`config.mk`:
```
export PLATFORM = sky130hd
export DESIGN_NAME = commit_unit_flat
export DESIGN_NICKNAME = d
export VERILOG_FILES = /design/src/rtl/commit_if.sv /design/src/rtl/commit_unit.sv /design/src/flat_wrapper.sv
export SDC_FILE = /design/constraint.sdc
export NUM_CORES = 1
export LEC_CHECK = 0
export ABC_AREA = 0
export CAP_MARGIN = 40
export CORE_AREA = 2 2 212 214
export CTS_BUF_LIST = sky130_fd_sc_hd__clkbuf_4 sky130_fd_sc_hd__clkbuf_8
export DETAILED_ROUTE_END_ITERATION = 12
export DIE_AREA = 0 0 214 216
export PLACE_DENSITY = 0.68
export SYNTH_ARGS = -nofsm -noshare
export SYNTH_HDL_FRONTEND = slang
export SYNTH_SLANG_ARGS = --single-unit
export TNS_END_PERCENT = 100
```
`constraint.sdc`:
```
create_clock -name clk -period 4.8 [get_ports clk]
set_input_delay 0.48 -clock clk [delete_from_list [all_inputs] [get_ports clk]]
set_output_delay 0.48 -clock clk [all_outputs]
set_load 0.005 [all_outputs]
```
`src/rtl/commit_if.sv`:
```
// ROB head row handed to the commit unit: two slots of finished uops plus the row handshake.
interface commit_if #(
    parameter int unsigned PRF_W = 6
) ();
    logic             rob_valid;
    logic             rob_ready;
    logic             s0_valid;
    logic             s1_valid;
    logic             s0_wr_en;
    logic             s1_wr_en;
    logic [4:0]       s0_arch_rd;
    logic [4:0]       s1_arch_rd;
    logic [PRF_W-1:0] s0_phy_rd;
    logic [PRF_W-1:0] s1_phy_rd;
    logic [PRF_W-1:0] s0_old_phy_rd;
    logic [PRF_W-1:0] s1_old_phy_rd;
    logic             s0_is_br;
    logic             s1_is_br;
    logic             s0_taken;
    logic             s1_taken;
    logic             s0_pred_taken;
    logic             s1_pred_taken;
    logic [31:0]      s0_target;
    logic [31:0]      s1_target;
    logic [31:0]      s0_pred_target;
    logic [31:0]      s1_pred_target;
    logic [31:0]      s0_pc;
    logic [31:0]      s1_pc;

    modport master (
        output rob_valid, s0_valid, s1_valid, s0_wr_en, s1_wr_en, s0_arch_rd, s1_arch_rd,
               s0_phy_rd, s1_phy_rd, s0_old_phy_rd, s1_old_phy_rd, s0_is_br, s1_is_br,
               s0_taken, s1_taken, s0_pred_taken, s1_pred_taken, s0_target, s1_target,
               s0_pred_target, s1_pred_target, s0_pc, s1_pc,
        input  rob_ready
    );

    modport slave (
        input  rob_valid, s0_valid, s1_valid, s0_wr_en, s1_wr_en, s0_arch_rd, s1_arch_rd,
               s0_phy_rd, s1_phy_rd, s0_old_phy_rd, s1_old_phy_rd, s0_is_br, s1_is_br,
               s0_taken, s1_taken, s0_pred_taken, s1_pred_taken, s0_target, s1_target,
               s0_pred_target, s1_pred_target, s0_pc, s1_pc,
        output rob_ready
    );
endinterface

```
`src/rtl/commit_unit.sv`:
```
// Two-wide in-order commit: ARAT update, free-list release, branch-mispredict flush with delay slot.
// Optional performance counters enabled by defining COMMIT_PERF_CNT_EN.
module commit_unit #(
    parameter int unsigned PRF_W = 6,
    parameter int unsigned ARF_N = 32
) (
    input  logic                   clk,
    input  logic                   rst,
    input  logic                   ctrl_flush,
    commit_if.slave                rob,
    output logic                   fl_rel0_valid,
    output logic [PRF_W-1:0]       fl_rel0_reg,
    output logic                   fl_rel1_valid,
    output logic [PRF_W-1:0]       fl_rel1_reg,
    output logic [ARF_N*PRF_W-1:0] arat_snapshot,
    output logic                   flush_req,
    output logic [31:0]            redirect_pc,
    output logic [31:0]            perf_commit_cnt,
    output logic [31:0]            perf_mispred_cnt
);
    typedef enum logic [1:0] {StRun, StWaitDs, StFlush} state_e;

    state_e           state_q, state_d;
    logic [PRF_W-1:0] arat_q [ARF_N];
    logic [PRF_W-1:0] arat_d [ARF_N];
    logic             rel0_valid_q, rel0_valid_d, rel1_valid_q, rel1_valid_d;
    logic [PRF_W-1:0] rel0_reg_q, rel0_reg_d, rel1_reg_q, rel1_reg_d;
    logic             flush_req_q, flush_req_d;
    logic [31:0]      redirect_q, redirect_d;
    logic             ready, fire, mp0, mp1, c0, c1, w0, w1, trigger;

    assign ready         = (state_q != StFlush) && !ctrl_flush;
    assign fire          = rob.rob_valid && ready;
    assign rob.rob_ready = ready;

    assign mp0 = rob.s0_valid && rob.s0_is_br && ((rob.s0_taken != rob.s0_pred_taken) ||
                 (rob.s0_taken && (rob.s0_target != rob.s0_pred_target)));
    assign mp1 = rob.s1_valid && rob.s1_is_br && ((rob.s1_taken != rob.s1_pred_taken) ||
                 (rob.s1_taken && (rob.s1_target != rob.s1_pred_target)));

    always_comb begin
        state_d    = state_q;
        redirect_d = redirect_q;
        c0         = 1'b0;
        c1         = 1'b0;
        trigger    = 1'b0;
        if (ctrl_flush) begin
            state_d = StRun;
        end else begin
            unique case (state_q)
                StRun: begin
                    if (fire) begin
                        c0 = rob.s0_valid;
                        c1 = rob.s1_valid;
                        // Slot0 takes priority; a valid slot1 is its delay slot.
                        if (mp0) begin
                            trigger    = 1'b1;
                            redirect_d = rob.s0_taken ? rob.s0_target : rob.s0_pc + 32'd8;
                            state_d    = rob.s1_valid ? StFlush : StWaitDs;
                        end else if (mp1) begin
                            trigger    = 1'b1;
                            redirect_d = rob.s1_taken ? rob.s1_target : rob.s1_pc + 32'd8;
                            state_d    = StWaitDs;
                        end
                    end
                end
                StWaitDs: begin
                    if (fire) begin
                        c0      = rob.s0_valid;
                        c1      = rob.s1_valid && !rob.s0_valid;
                        state_d = StFlush;
                    end
                end
                StFlush: state_d = StRun;
                default: state_d = StRun;
            endcase
        end
        flush_req_d = (state_d == StFlush);
    end

    always_comb begin
        w0 = c0 && rob.s0_wr_en && (rob.s0_arch_rd != 5'd0);
        w1 = c1 && rob.s1_wr_en && (rob.s1_arch_rd != 5'd0);
        for (int i = 0; i < int'(ARF_N); i++) begin
            arat_d[i] = arat_q[i];
        end
        // Slot1 is younger, so its write lands last and wins on a shared arch_rd.
        if (w0 && (32'(rob.s0_arch_rd) < ARF_N)) arat_d[rob.s0_arch_rd] = rob.s0_phy_rd;
        if (w1 && (32'(rob.s1_arch_rd) < ARF_N)) arat_d[rob.s1_arch_rd] = rob.s1_phy_rd;
        rel0_valid_d = w0;
        rel0_reg_d   = rob.s0_old_phy_rd;
        rel1_valid_d = w1;
        rel1_reg_d   = rob.s1_old_phy_rd;
    end

    always_ff @(posedge clk) begin
        if (rst) begin
            state_q      <= StRun;
            rel0_valid_q <= 1'b0;
            rel0_reg_q   <= '0;
            rel1_valid_q <= 1'b0;
            rel1_reg_q   <= '0;
            flush_req_q  <= 1'b0;
            redirect_q   <= '0;
            for (int i = 0; i < int'(ARF_N); i++) begin
                arat_q[i] <= PRF_W'(i);
            end
        end else begin
            state_q      <= state_d;
            rel0_valid_q <= rel0_valid_d;
            rel0_reg_q   <= rel0_reg_d;
            rel1_valid_q <= rel1_valid_d;
            rel1_reg_q   <= rel1_reg_d;
            flush_req_q  <= flush_req_d;
            redirect_q   <= redirect_d;
            for (int i = 0; i < int'(ARF_N); i++) begin
                arat_q[i] <= arat_d[i];
            end
        end
    end

    always_comb begin
        arat_snapshot = '0;
        for (int i = 0; i < int'(ARF_N); i++) begin
            arat_snapshot[i*PRF_W +: PRF_W] = arat_q[i];
        end
    end

    assign fl_rel0_valid = rel0_valid_q;
    assign fl_rel0_reg   = rel0_reg_q;
    assign fl_rel1_valid = rel1_valid_q;
    assign fl_rel1_reg   = rel1_reg_q;
    assign flush_req     = flush_req_q;
    assign redirect_pc   = redirect_q;

`ifdef COMMIT_PERF_CNT_EN
    logic [31:0] commit_cnt_q, commit_cnt_d, mispred_cnt_q, mispred_cnt_d;

    always_comb begin
        commit_cnt_d  = commit_cnt_q + 32'(c0) + 32'(c1);
        mispred_cnt_d = mispred_cnt_q + 32'(trigger);
    end

    always_ff @(posedge clk) begin
        if (rst) begin
            commit_cnt_q  <= '0;
            mispred_cnt_q <= '0;
        end else begin
            commit_cnt_q  <= commit_cnt_d;
            mispred_cnt_q <= mispred_cnt_d;
        end
    end

    assign perf_commit_cnt  = commit_cnt_q;
    assign perf_mispred_cnt = mispred_cnt_q;
`else
    assign perf_commit_cnt  = 32'd0;
    assign perf_mispred_cnt = 32'd0;
`endif
endmodule

```
`src/flat_wrapper.sv`:
```
// flat-port wrapper written by rule: the top's interface ports become plain ports
module commit_unit_flat 
#(
    parameter int unsigned PRF_W = 6,
    parameter int unsigned ARF_N = 32
)
  (clk, rst, ctrl_flush, fl_rel0_valid, fl_rel0_reg, fl_rel1_valid, fl_rel1_reg, arat_snapshot, flush_req, redirect_pc, perf_commit_cnt, perf_mispred_cnt, rob_rob_valid, rob_s0_valid, rob_s1_valid, rob_s0_wr_en, rob_s1_wr_en, rob_s0_arch_rd, rob_s1_arch_rd, rob_s0_phy_rd, rob_s1_phy_rd, rob_s0_old_phy_rd, rob_s1_old_phy_rd, rob_s0_is_br, rob_s1_is_br, rob_s0_taken, rob_s1_taken, rob_s0_pred_taken, rob_s1_pred_taken, rob_s0_target, rob_s1_target, rob_s0_pred_target, rob_s1_pred_target, rob_s0_pc, rob_s1_pc, rob_rob_ready);
  commit_if #(.PRF_W(PRF_W)) rob_i ();
  input  logic clk;
  input  logic rst;
  input  logic ctrl_flush;
  output logic fl_rel0_valid;
  output logic [PRF_W-1:0] fl_rel0_reg;
  output logic fl_rel1_valid;
  output logic [PRF_W-1:0] fl_rel1_reg;
  output logic [ARF_N*PRF_W-1:0] arat_snapshot;
  output logic flush_req;
  output logic [31:0] redirect_pc;
  output logic [31:0] perf_commit_cnt;
  output logic [31:0] perf_mispred_cnt;
  input wire logic [$bits(rob_i.rob_valid)-1:0] rob_rob_valid;
  input wire logic [$bits(rob_i.s0_valid)-1:0] rob_s0_valid;
  input wire logic [$bits(rob_i.s1_valid)-1:0] rob_s1_valid;
  input wire logic [$bits(rob_i.s0_wr_en)-1:0] rob_s0_wr_en;
  input wire logic [$bits(rob_i.s1_wr_en)-1:0] rob_s1_wr_en;
  input wire logic [$bits(rob_i.s0_arch_rd)-1:0] rob_s0_arch_rd;
  input wire logic [$bits(rob_i.s1_arch_rd)-1:0] rob_s1_arch_rd;
  input wire logic [$bits(rob_i.s0_phy_rd)-1:0] rob_s0_phy_rd;
  input wire logic [$bits(rob_i.s1_phy_rd)-1:0] rob_s1_phy_rd;
  input wire logic [$bits(rob_i.s0_old_phy_rd)-1:0] rob_s0_old_phy_rd;
  input wire logic [$bits(rob_i.s1_old_phy_rd)-1:0] rob_s1_old_phy_rd;
  input wire logic [$bits(rob_i.s0_is_br)-1:0] rob_s0_is_br;
  input wire logic [$bits(rob_i.s1_is_br)-1:0] rob_s1_is_br;
  input wire logic [$bits(rob_i.s0_taken)-1:0] rob_s0_taken;
  input wire logic [$bits(rob_i.s1_taken)-1:0] rob_s1_taken;
  input wire logic [$bits(rob_i.s0_pred_taken)-1:0] rob_s0_pred_taken;
  input wire logic [$bits(rob_i.s1_pred_taken)-1:0] rob_s1_pred_taken;
  input wire logic [$bits(rob_i.s0_target)-1:0] rob_s0_target;
  input wire logic [$bits(rob_i.s1_target)-1:0] rob_s1_target;
  input wire logic [$bits(rob_i.s0_pred_target)-1:0] rob_s0_pred_target;
  input wire logic [$bits(rob_i.s1_pred_target)-1:0] rob_s1_pred_target;
  input wire logic [$bits(rob_i.s0_pc)-1:0] rob_s0_pc;
  input wire logic [$bits(rob_i.s1_pc)-1:0] rob_s1_pc;
  output wire logic [$bits(rob_i.rob_ready)-1:0] rob_rob_ready;
  assign rob_i.rob_valid = rob_rob_valid;
  assign rob_i.s0_valid = rob_s0_valid;
  assign rob_i.s1_valid = rob_s1_valid;
  assign rob_i.s0_wr_en = rob_s0_wr_en;
  assign rob_i.s1_wr_en = rob_s1_wr_en;
  assign rob_i.s0_arch_rd = rob_s0_arch_rd;
  assign rob_i.s1_arch_rd = rob_s1_arch_rd;
  assign rob_i.s0_phy_rd = rob_s0_phy_rd;
  assign rob_i.s1_phy_rd = rob_s1_phy_rd;
  assign rob_i.s0_old_phy_rd = rob_s0_old_phy_rd;
  assign rob_i.s1_old_phy_rd = rob_s1_old_phy_rd;
  assign rob_i.s0_is_br = rob_s0_is_br;
  assign rob_i.s1_is_br = rob_s1_is_br;
  assign rob_i.s0_taken = rob_s0_taken;
  assign rob_i.s1_taken = rob_s1_taken;
  assign rob_i.s0_pred_taken = rob_s0_pred_taken;
  assign rob_i.s1_pred_taken = rob_s1_pred_taken;
  assign rob_i.s0_target = rob_s0_target;
  assign rob_i.s1_target = rob_s1_target;
  assign rob_i.s0_pred_target = rob_s0_pred_target;
  assign rob_i.s1_pred_target = rob_s1_pred_target;
  assign rob_i.s0_pc = rob_s0_pc;
  assign rob_i.s1_pc = rob_s1_pc;
  assign rob_rob_ready = rob_i.rob_ready;
  commit_unit #(.PRF_W(PRF_W), .ARF_N(ARF_N)) u_core (.clk(clk), .rst(rst), .ctrl_flush(ctrl_flush), .rob(rob_i), .fl_rel0_valid(fl_rel0_valid), .fl_rel0_reg(fl_rel0_reg), .fl_rel1_valid(fl_rel1_valid), .fl_rel1_reg(fl_rel1_reg), .arat_snapshot(arat_snapshot), .flush_req(flush_req), .redirect_pc(redirect_pc), .perf_commit_cnt(perf_commit_cnt), .perf_mispred_cnt(perf_mispred_cnt));
endmodule
```
==> results.md <==
* CTS buffer count at 45
* Synth Flop Type: dfxtp_1
* Synth unique cells at 52
* Share of layout cells above drive strength 1 at 10.1%
* Yosys top cell area share at 34.3%
* Die area at 46200 sq um
* Vias at 14.4k
* CTS Sinks at 241
* DRT iter0 DRCs at 1246
* CP Data Required Time at 5270 ps
* RSZ-0062 raised after global routing: false
* H-Tree Level Count at 2
* Max stage delay on crit path at 660 ps
* Design area at 20100 sq um
* Syn avg cell area at 8.09 sq um
* Crit start category: primary input
* Number of vias per cell at 5.18
* EDFF count, synth at 0
* Port bufs at 479
* CTS tree: done
* Cell Area, Placed at 19100 sq um
* First-pass DRT Iterations at 5
* Async set or reset register ratio after synthesis at 0%
* CTS max path bufs at 3
* Top cell type by total area after synthesis: dfxtp_1
* Cell area after synthesis at 14100 sq um
* Initial antenna violation count at 3
* Crit-path cells: clkdlybuf4s50_1 > or3b_1 > nor3_2 > nand2_1 > nor2_1 > mux2i_1 > a21oi_1 > or2_2
* Final setup violating endpoints at 0
* HPWL after DPL at 45800 um
* CP Capture Type: flip-flop
* Global-route wire length before repair at 89500 um
* Routed Antenna Nets at 0
* Area Growth Syn to Fin at 43.0%
* Crit path kind: in -> reg
* Commonest non-fill, non-tap cell in the layout: clkdlybuf4s50_1
* Worst skew pair latency at 600 ps
* Worst EP arrival at 3550 ps
* Sequential fraction of the synthesis area at 34.3%
* Final min period at 3080 ps
* Hold crit path type: in -> reg
* Synth area leaders: dfxtp_1 34%, mux2i_1 10%, nor2_1 5.6%
* Die Y at 216 um
* GRT Util Overall at 25.5%
* I/O Pins at 544
* Remaining DRCs at 0
* Yosys warning count at 0
* Vias in the first global route at 14.1k
* CP bufs+invs at 1
* Most frequent cells in the layout: 474 x clkdlybuf4s50_1, 241 x dfxtp_1, 208 x nor2_1
* Hold Vio Cnt, Final at 0
* Routability cong. at 0.917
* Post-Synthesis Cells at 1738
* GRT overflow at 0
* Critical path peak fanout at 8
* Initial Util at 32.1%
* Cell Pwr Density at 247 nW/um^2
* Row count at 77
* Clock transition at path regs at 60 ps
* Top reg by flops: u_core.arat_q
* Post-CTS sizing at 0
* Ratio of final minimum period to clock period at 64.2%
* Wire per inst at 22.1 um
* Worst IR drop on VDD at 0.172 mV
* Drt total wl at 61600 um
* Fmax at 0.324 GHz
* Setup repair bufs after CTS at 0
* Core ar. at 43800 sq um
* Max FFs per register at 192
* Largest net degree at the start of global routing at 88
* Final clock skew at 19.2 ps
* Max-Cap Viols at 0
* Seq cells post-synth at 241
* CTS Hold Buffers Added at 0
* Slew @ Worst Pin at 799 ps
* Pleak at 0.00719 uW
* Slew margin rel. at 46.4%
* Max Slew Vio Count at 0
* Setup TNS at 0 ps
* Status: completed
* Die width at 214 um
* Fin nets at 2400
* Root Buffer: clkbuf_8
* Worst path top cell family by delay: simple AND/OR/NAND/NOR gates
* Critical-path top delay cell: nor2_1
-- report_power, final --
group	leakage (uW)	switching, uW	total, uW	internal, uW
clock network	0.000523	942	2190	1250
registers	0.00195	13.4	2040	2020
logic	0.00471	407	735	328
-- final cells by class --
cell class | instances | area, sq um
timing repair buffer | 516 | 5110
clock buffer | 68 | 855
clock inverter | 11 | 124
multi-input combinational | 1315 | 8280
fill | 4236 | 23700
antenna | 2 | 5.00
inverter | 39 | 146
tap | 592 | 741
sequential | 241 | 4820
-- synthesized netlist by cell type, types with 23 or more instances --
master	instances
a211oi_1	68
a21oi_1	102
a221oi_1	25
a311oi_1	42
buf_4	67
clkbuf_1	120
dfxtp_1	241
inv_1	38
mux2i_1	146
nand2_1	155
nand3_1	68
nor2_1	209
nor2b_1	31
nor4_1	23
o21ai_0	41
or2_2	53
xnor2_1	32
xor2_1	83
-- per-stage QoR --
step           total power, uW  cells  worst slack, ps  util, %  hold WS (ps)
2_1_floorplan             2390   1801             2230        -           420
3_3_place_gp              2790   2696             1190     43.3           453
3_5_place_dp              2810   2703             1120     43.6           446
4_1_cts                   5010   2782             1750     45.8           168
5_1_grt                   5140   2784             1520     45.8           189
6_report                  4960   2784             1720     45.8           211
-- per-layer routing --
layer  wire length [um]  up-vias  global-route usage (%)
li1                   -     6778                       -
met1              24000     6773                    29.9
met2              29800      747                    43.9
met3               5530      136                    6.93
met4               2350        0                    10.5
met5                  0        -                       0
-- cell families after synthesis --
kind of cell | after synthesis | share of synthesized area [%]
XOR/XNOR | 115 | 7.17
AND/OR/NAND/NOR | 663 | 23.3
AO/OA/AOI/OAI | 307 | 14.7
flip-flops | 241 | 34.3
other | 1 | 0.0267
multiplexers | 164 | 11.8
adder cells (fa/ha/maj) | 2 | 0.178
buffers and inverters | 245 | 8.43
-- tightest hold or removal path, stage by stage --
cell      delay (ps)
buf_2            120
nor2_1           100
a211oi_1          60
-- final timing paths --
check	start	endpoint	slack (ps)	cells past startpoint
setup / recovery	rob_rob_valid	u_core.arat_q[0][37]	1720	8
hold / removal	rob_s1_phy_rd[0]	u_core.arat_q[0][36]	210	3
setup reg to reg	u_core.state_q[1]	u_core.arat_q[0][37]	1740	7
hold reg to reg	u_core.arat_q[0][5]	u_core.arat_q[0][5]	470	1
Power figures use the tool's default switching activity.
==> variant 1, RTL diff (same settings) <==
`ARF_N` is set to 32 in 2 places; all go to 16.
--- a/src/rtl/commit_unit.sv
+++ b/src/rtl/commit_unit.sv
@@ -2,7 +2,7 @@
 // Optional performance counters enabled by defining COMMIT_PERF_CNT_EN.
 module commit_unit #(
     parameter int unsigned PRF_W = 6,
-    parameter int unsigned ARF_N = 32
+    parameter int unsigned ARF_N = 16
 ) (
     input  logic                   clk,
     input  logic                   rst,
--- a/src/flat_wrapper.sv
+++ b/src/flat_wrapper.sv
@@ -2,7 +2,7 @@
 module commit_unit_flat 
 #(
     parameter int unsigned PRF_W = 6,
-    parameter int unsigned ARF_N = 32
+    parameter int unsigned ARF_N = 16
 )
   (clk, rst, ctrl_flush, fl_rel0_valid, fl_rel0_reg, fl_rel1_valid, fl_rel1_reg, arat_snapshot, flush_req, redirect_pc, perf_commit_cnt, perf_mispred_cnt, rob_rob_valid, rob_s0_valid, rob_s1_valid, rob_s0_wr_en, rob_s1_wr_en, rob_s0_arch_rd, rob_s1_arch_rd, rob_s0_phy_rd, rob_s1_phy_rd, rob_s0_old_phy_rd, rob_s1_old_phy_rd, rob_s0_is_br, rob_s1_is_br, rob_s0_taken, rob_s1_taken, rob_s0_pred_taken, rob_s1_pred_taken, rob_s0_target, rob_s1_target, rob_s0_pred_target, rob_s1_pred_target, rob_s0_pc, rob_s1_pc, rob_rob_ready);
   commit_if #(.PRF_W(PRF_W)) rob_i ();
Ports: changed (resized arat_snapshot); port bits go from 544 to 448. The function was not compared with the original's and may differ.
==> variant 1 against the unedited design <==
  * Non-clock buffer count fell by 112
  * Via count fell by 31%
  * Synthesized area fell by 33%
  * Total power fell by 43%
  * Largest power group is now registers
  * Wire length fell by 31%
  * Sequential share of layout area fell by 3.4 points
  * Sequential cell count fell by 96
  * Cell area fell by 30%
  * Utilization fell by 14 points
  * Clock power fell by 57%
  * Worst setup slack got worse by 0.23 ns
  * Final cell count fell by 23%
==> variant 1: results (changes against the unedited design) <==
stage;metric;value;unit;change
grt;initial antenna violation count;1;;-2
power;Peak VDD IR;0.000114;V;-33%
clock_tree;H-tree Lvls;4;;+2
routing;vias per cell;4.62;;-11%
grt;gr usage total;0.178;;-0.0765
status;status;completed;;
routing;M1 wire length;16900;um;-30%
yosys;top post-synthesis cells by area;dfxtp_1 31%, mux2i_1 9.1%, xor2_1 7.5%, nor2_1 6.1%, buf_4 5.2%;;
cells_and_area;# fillers;4582;;+8.2%
timing;Final Skew;0.0127;ns;-0.00648 ns
power;Leak;0.00495;uW;-31%
cells_and_area;number of flip-flops in the largest register;96;;-50%
routing;drt initial violations;684;;-45%
power;Seq pwr share;0.436;;+0.025
cells_and_area;share of cells above drive strength 1;0.0717;;-0.0297
yosys;mux cell area share after synthesis;0.107;;-0.0117
critical_path;worst path arrival time;3.70;ns;+0.15 ns
yosys;post-synthesis adder-cell area fraction;0.00265;;+0.000871
power;Sw Pwr;900;uW;-34%
placed_design;routability congestion estimate from global placement;0.923;;+0.75%
clock_tree;CTS buffer count;17;;-62%
clock_tree;Worst-path clk slew;0.09;ns;+0.03 ns
grt;global-route wire length before repair;62100;um;-31%
yosys;Synth Area in Compound Gates;0.140;;-0.00632
routing;routed length per instance;19.9;um;-9.9%
timing;Slew headroom;0.393;;-0.0706
routing;metal3 WL;3330;um;-40%
[variant 1: cell types whose count changed after synthesis, sizes merged, moves of 24 or more]
cell | before | now
a21oi | 102 | 59
nand2 | 161 | 118
inv | 38 | 14
clkbuf | 120 | 62
nand3 | 72 | 29
a221oi | 25 | 0
mux2i | 146 | 86
or2 | 73 | 21
nor2 | 214 | 161
dfxtp | 241 | 145
[variant 1: per-stage QoR]
stage,std cells,power (uW),utilization,cell area (um2)
finish,2141,2830,0.321,14100
global route,2141,2960,0.321,14100
CTS,2140,2870,0.321,14100
detailed placement,2108,1910,0.312,13700
global placement,2098,1900,0.309,13600
floorplan,1250,1530,-,9670
[variant 1: final cells by class]
class / instances / area share
diodes: 1 / 0.000178
multi-input cells: 953 / 0.423
repair buffers: 404 / 0.288
clock inverters: 14 / 0.00837
clock buffers: 18 / 0.0176
flip-flops and latches: 145 / 0.206
well taps: 592 / 0.0527
inverters: 14 / 0.00374
[variant 1: worst paths after layout]
| path | start | to | slack [ns] | cells past startpoint |
|---|---|---|---|---|
| max | rob_s0_target[16] | u_core.redirect_pc[13]$_SDFFE_PP0P_ | 1.49 | 8 |
| min | u_core.arat_q[0][3]$_SDFF_PP0_ | u_core.arat_q[0][3]$_SDFF_PP0_ | 0.47 | 1 |
| max reg2reg | u_core.state_q[1]$_SDFF_PP0_ | u_core.arat_q[1][27]$_SDFF_PP1_ | 2.08 | 7 |
| min reg2reg | u_core.arat_q[0][3]$_SDFF_PP0_ | u_core.arat_q[0][3]$_SDFF_PP0_ | 0.47 | 1 |
[variant 1: kinds of logic after synthesis]
kind of cell    Yosys count
simple gates            471
buf+inv                 152
flops                   145
mux                      99
fa+ha+maj                 2
compound gates          203
other cells               1
xor+xnor                114
==> variant 2, RTL diff (same flow settings) <==
Without the edit above. Register the output `redirect_pc` once more, with the module's reset; this adds one clock of latency there. The other outputs are not delayed to match.
--- a/src/rtl/commit_unit.sv
+++ b/src/rtl/commit_unit.sv
@@ -131,7 +131,13 @@
     assign fl_rel1_valid = rel1_valid_q;
     assign fl_rel1_reg   = rel1_reg_q;
     assign flush_req     = flush_req_q;
-    assign redirect_pc   = redirect_q;
+    always_ff @(posedge clk) begin
+        if (rst) begin
+            redirect_pc <= '0;
+        end else begin
+            redirect_pc <= redirect_q;
+        end
+    end
 
 `ifdef COMMIT_PERF_CNT_EN
     logic [31:0] commit_cnt_q, commit_cnt_d, mispred_cnt_q, mispred_cnt_d;
Formal check against the unedited RTL: not equivalent (Yosys sat finds a counterexample within 4 cycles, from zero or initial values and one cycle with rst high).
==> variant 2 against the unedited design <==
  * Utilization rose by 1.8 points
  * Combinational power barely moved
  * Synthesized area rose by 5.5%
  * Cell area rose by 3.9%
  * Wire length rose by 3.7%
  * Sequential share of layout area rose by 2.2 points
  * Sequential cell count rose by 32
  * Total power rose by 7.4%
  * Non-clock buffer count fell by 1
  * Worst setup slack got worse by 0.31 ns
  * Largest cell class unchanged
  * Largest power group is now registers
  * Highest routed layer is now met5
==> variant 2: results (changes against the unedited design) <==
stage;metric;value;unit;change
grt;largest net degree at the start of global routing;134;;+52%
grt;global-route wire length before repair;93100;um;+4.0%
grt;gr usage total;0.267;;+0.0121
routing;Routed WL;63900;um;+3.7%
routing;vias per cell;5.21;;+0.41%
critical_path;worst path arrival time;3.89;ns;+0.34 ns
timing;fin crit share;0.707;;+0.0652
routing;metal3 WL;5280;um;-4.4%
worst_hold_path;hold depth;2;;-1
routing;drt initial violations;1284;;+3.0%
placed_design;routability congestion estimate from global placement;1.00;;+9.2%
routing;metal2 WL;31300;um;+5.0%
yosys;Post-synth top cells;273 x dfxtp_1, 230 x nor2_1, 151 x nand2_1;;
grt;met2 usage;0.459;;+0.0206
routing;Max Used Layer;met5;;
grt;initial antenna violation count;15;;+12
power;Leak;0.00743;uW;+3.4%
critical_path;setup slack, reg-to-reg;1.51;ns;-0.23 ns
clock_tree;CTS buffer count;49;;+8.9%
yosys;Avg Inst Size Synth;8.25;um2;+2.0%
critical_path;Worst path max stage delay;0.70;ns;+0.04 ns
cells_and_area;# fillers;4118;;-2.8%
yosys;post-synthesis sequential area ratio;0.369;;+0.0253
critical_path;RR Endpoint;u_core.arat_q[0][19]$_SDFF_PP1_;;
placed_design;Placed Area;19800;um2;+3.8%
yosys;yosys warns;0;;unchanged
routing;routed length per instance;22.4;um;+1.1%
status;status;completed;;
cells_and_area;share of cells above drive strength 1;0.0973;;-0.00408
routing;DR pass1 iterations;8;;+3
clock_tree;clk_lat worst skew;0.63;ns;+0.03 ns
timing;worst hold margin;0.411;ns;+0.200 ns
placed_design;dpl ws;0.771;ns;-0.354 ns
worst_hold_path;hold_sp;rob_s1_old_phy_rd[5];;
critical_path;Worst path slowest cell;or4_1;;
routing;M1 wire length;23900;um;-0.33%
grt;vias in the first global route;14400;;+2.2%
grt;routing usage on met3;0.0564;;-0.0130
critical_path;CP max FO;16;;+8
cells_and_area;Nets;2463;;+2.6%
yosys;top post-synthesis cells by area;dfxtp_1 37%, mux2i_1 9.9%, nor2_1 5.8%, xnor2_1 4.4%, nand2_1 3.8%;;
worst_hold_path;worst hold endpoint;u_core.fl_rel1_reg[5]$_SDFF_PP0_;;
critical_path;crit path from;rob_s0_pred_target[22];;
placed_design;DP Cell Count;2762;;+2.2%
timing;Slew headroom;0.380;;-0.0841
power;Peak VDD IR;0.000164;V;-4.2%
placed_design;Detailed Place HPWL;48300;um;+5.4%
critical_path;CP endpoint;u_core.redirect_q[4]$_SDFFE_PP0P_;;
grt;GR met1 Demand/Resource;0.307;;+0.00812
timing;Final Skew;0.0231;ns;+0.00384 ns
[variant 2: cell count changes after synthesis, moves of 7 or more]
cell,unedited run,this run
dfxtp_1,241,273
nor2_1,209,230
xor2_1,83,43
nand2b_1,16,23
clkbuf_1,120,111
xnor2_1,32,75
[variant 2: cell type report]
class,instances,area (um2),area share
clock inverters,5,58.8,0.00282
flip-flops and latches,273,5470,0.262
inverters,44,165,0.00791
well taps,592,741,0.0355
multi-input cells,1338,8400,0.402
repair buffers,515,5060,0.243
clock buffers,76,952,0.0456
diodes,12,30.0,0.00144
[variant 2: kinds of logic after synthesis]
kind of cell,synth area share
other,0.000253
multiplexers,0.114
AO/OA/AOI/OAI,0.137
AND/OR/NAND/NOR,0.227
adder cells (fa/ha/maj),0.00169
buffers and inverters,0.0814
XOR/XNOR,0.0697
flip-flops,0.369
[variant 2: power breakdown]
group | switching (uW) | internal, uW | total [uW]
Combinational | 407 | 326 | 733
Sequential | 11.1 | 2300 | 2310
Clock | 1030 | 1260 | 2290
Total | 1440 | 3890 | 5330
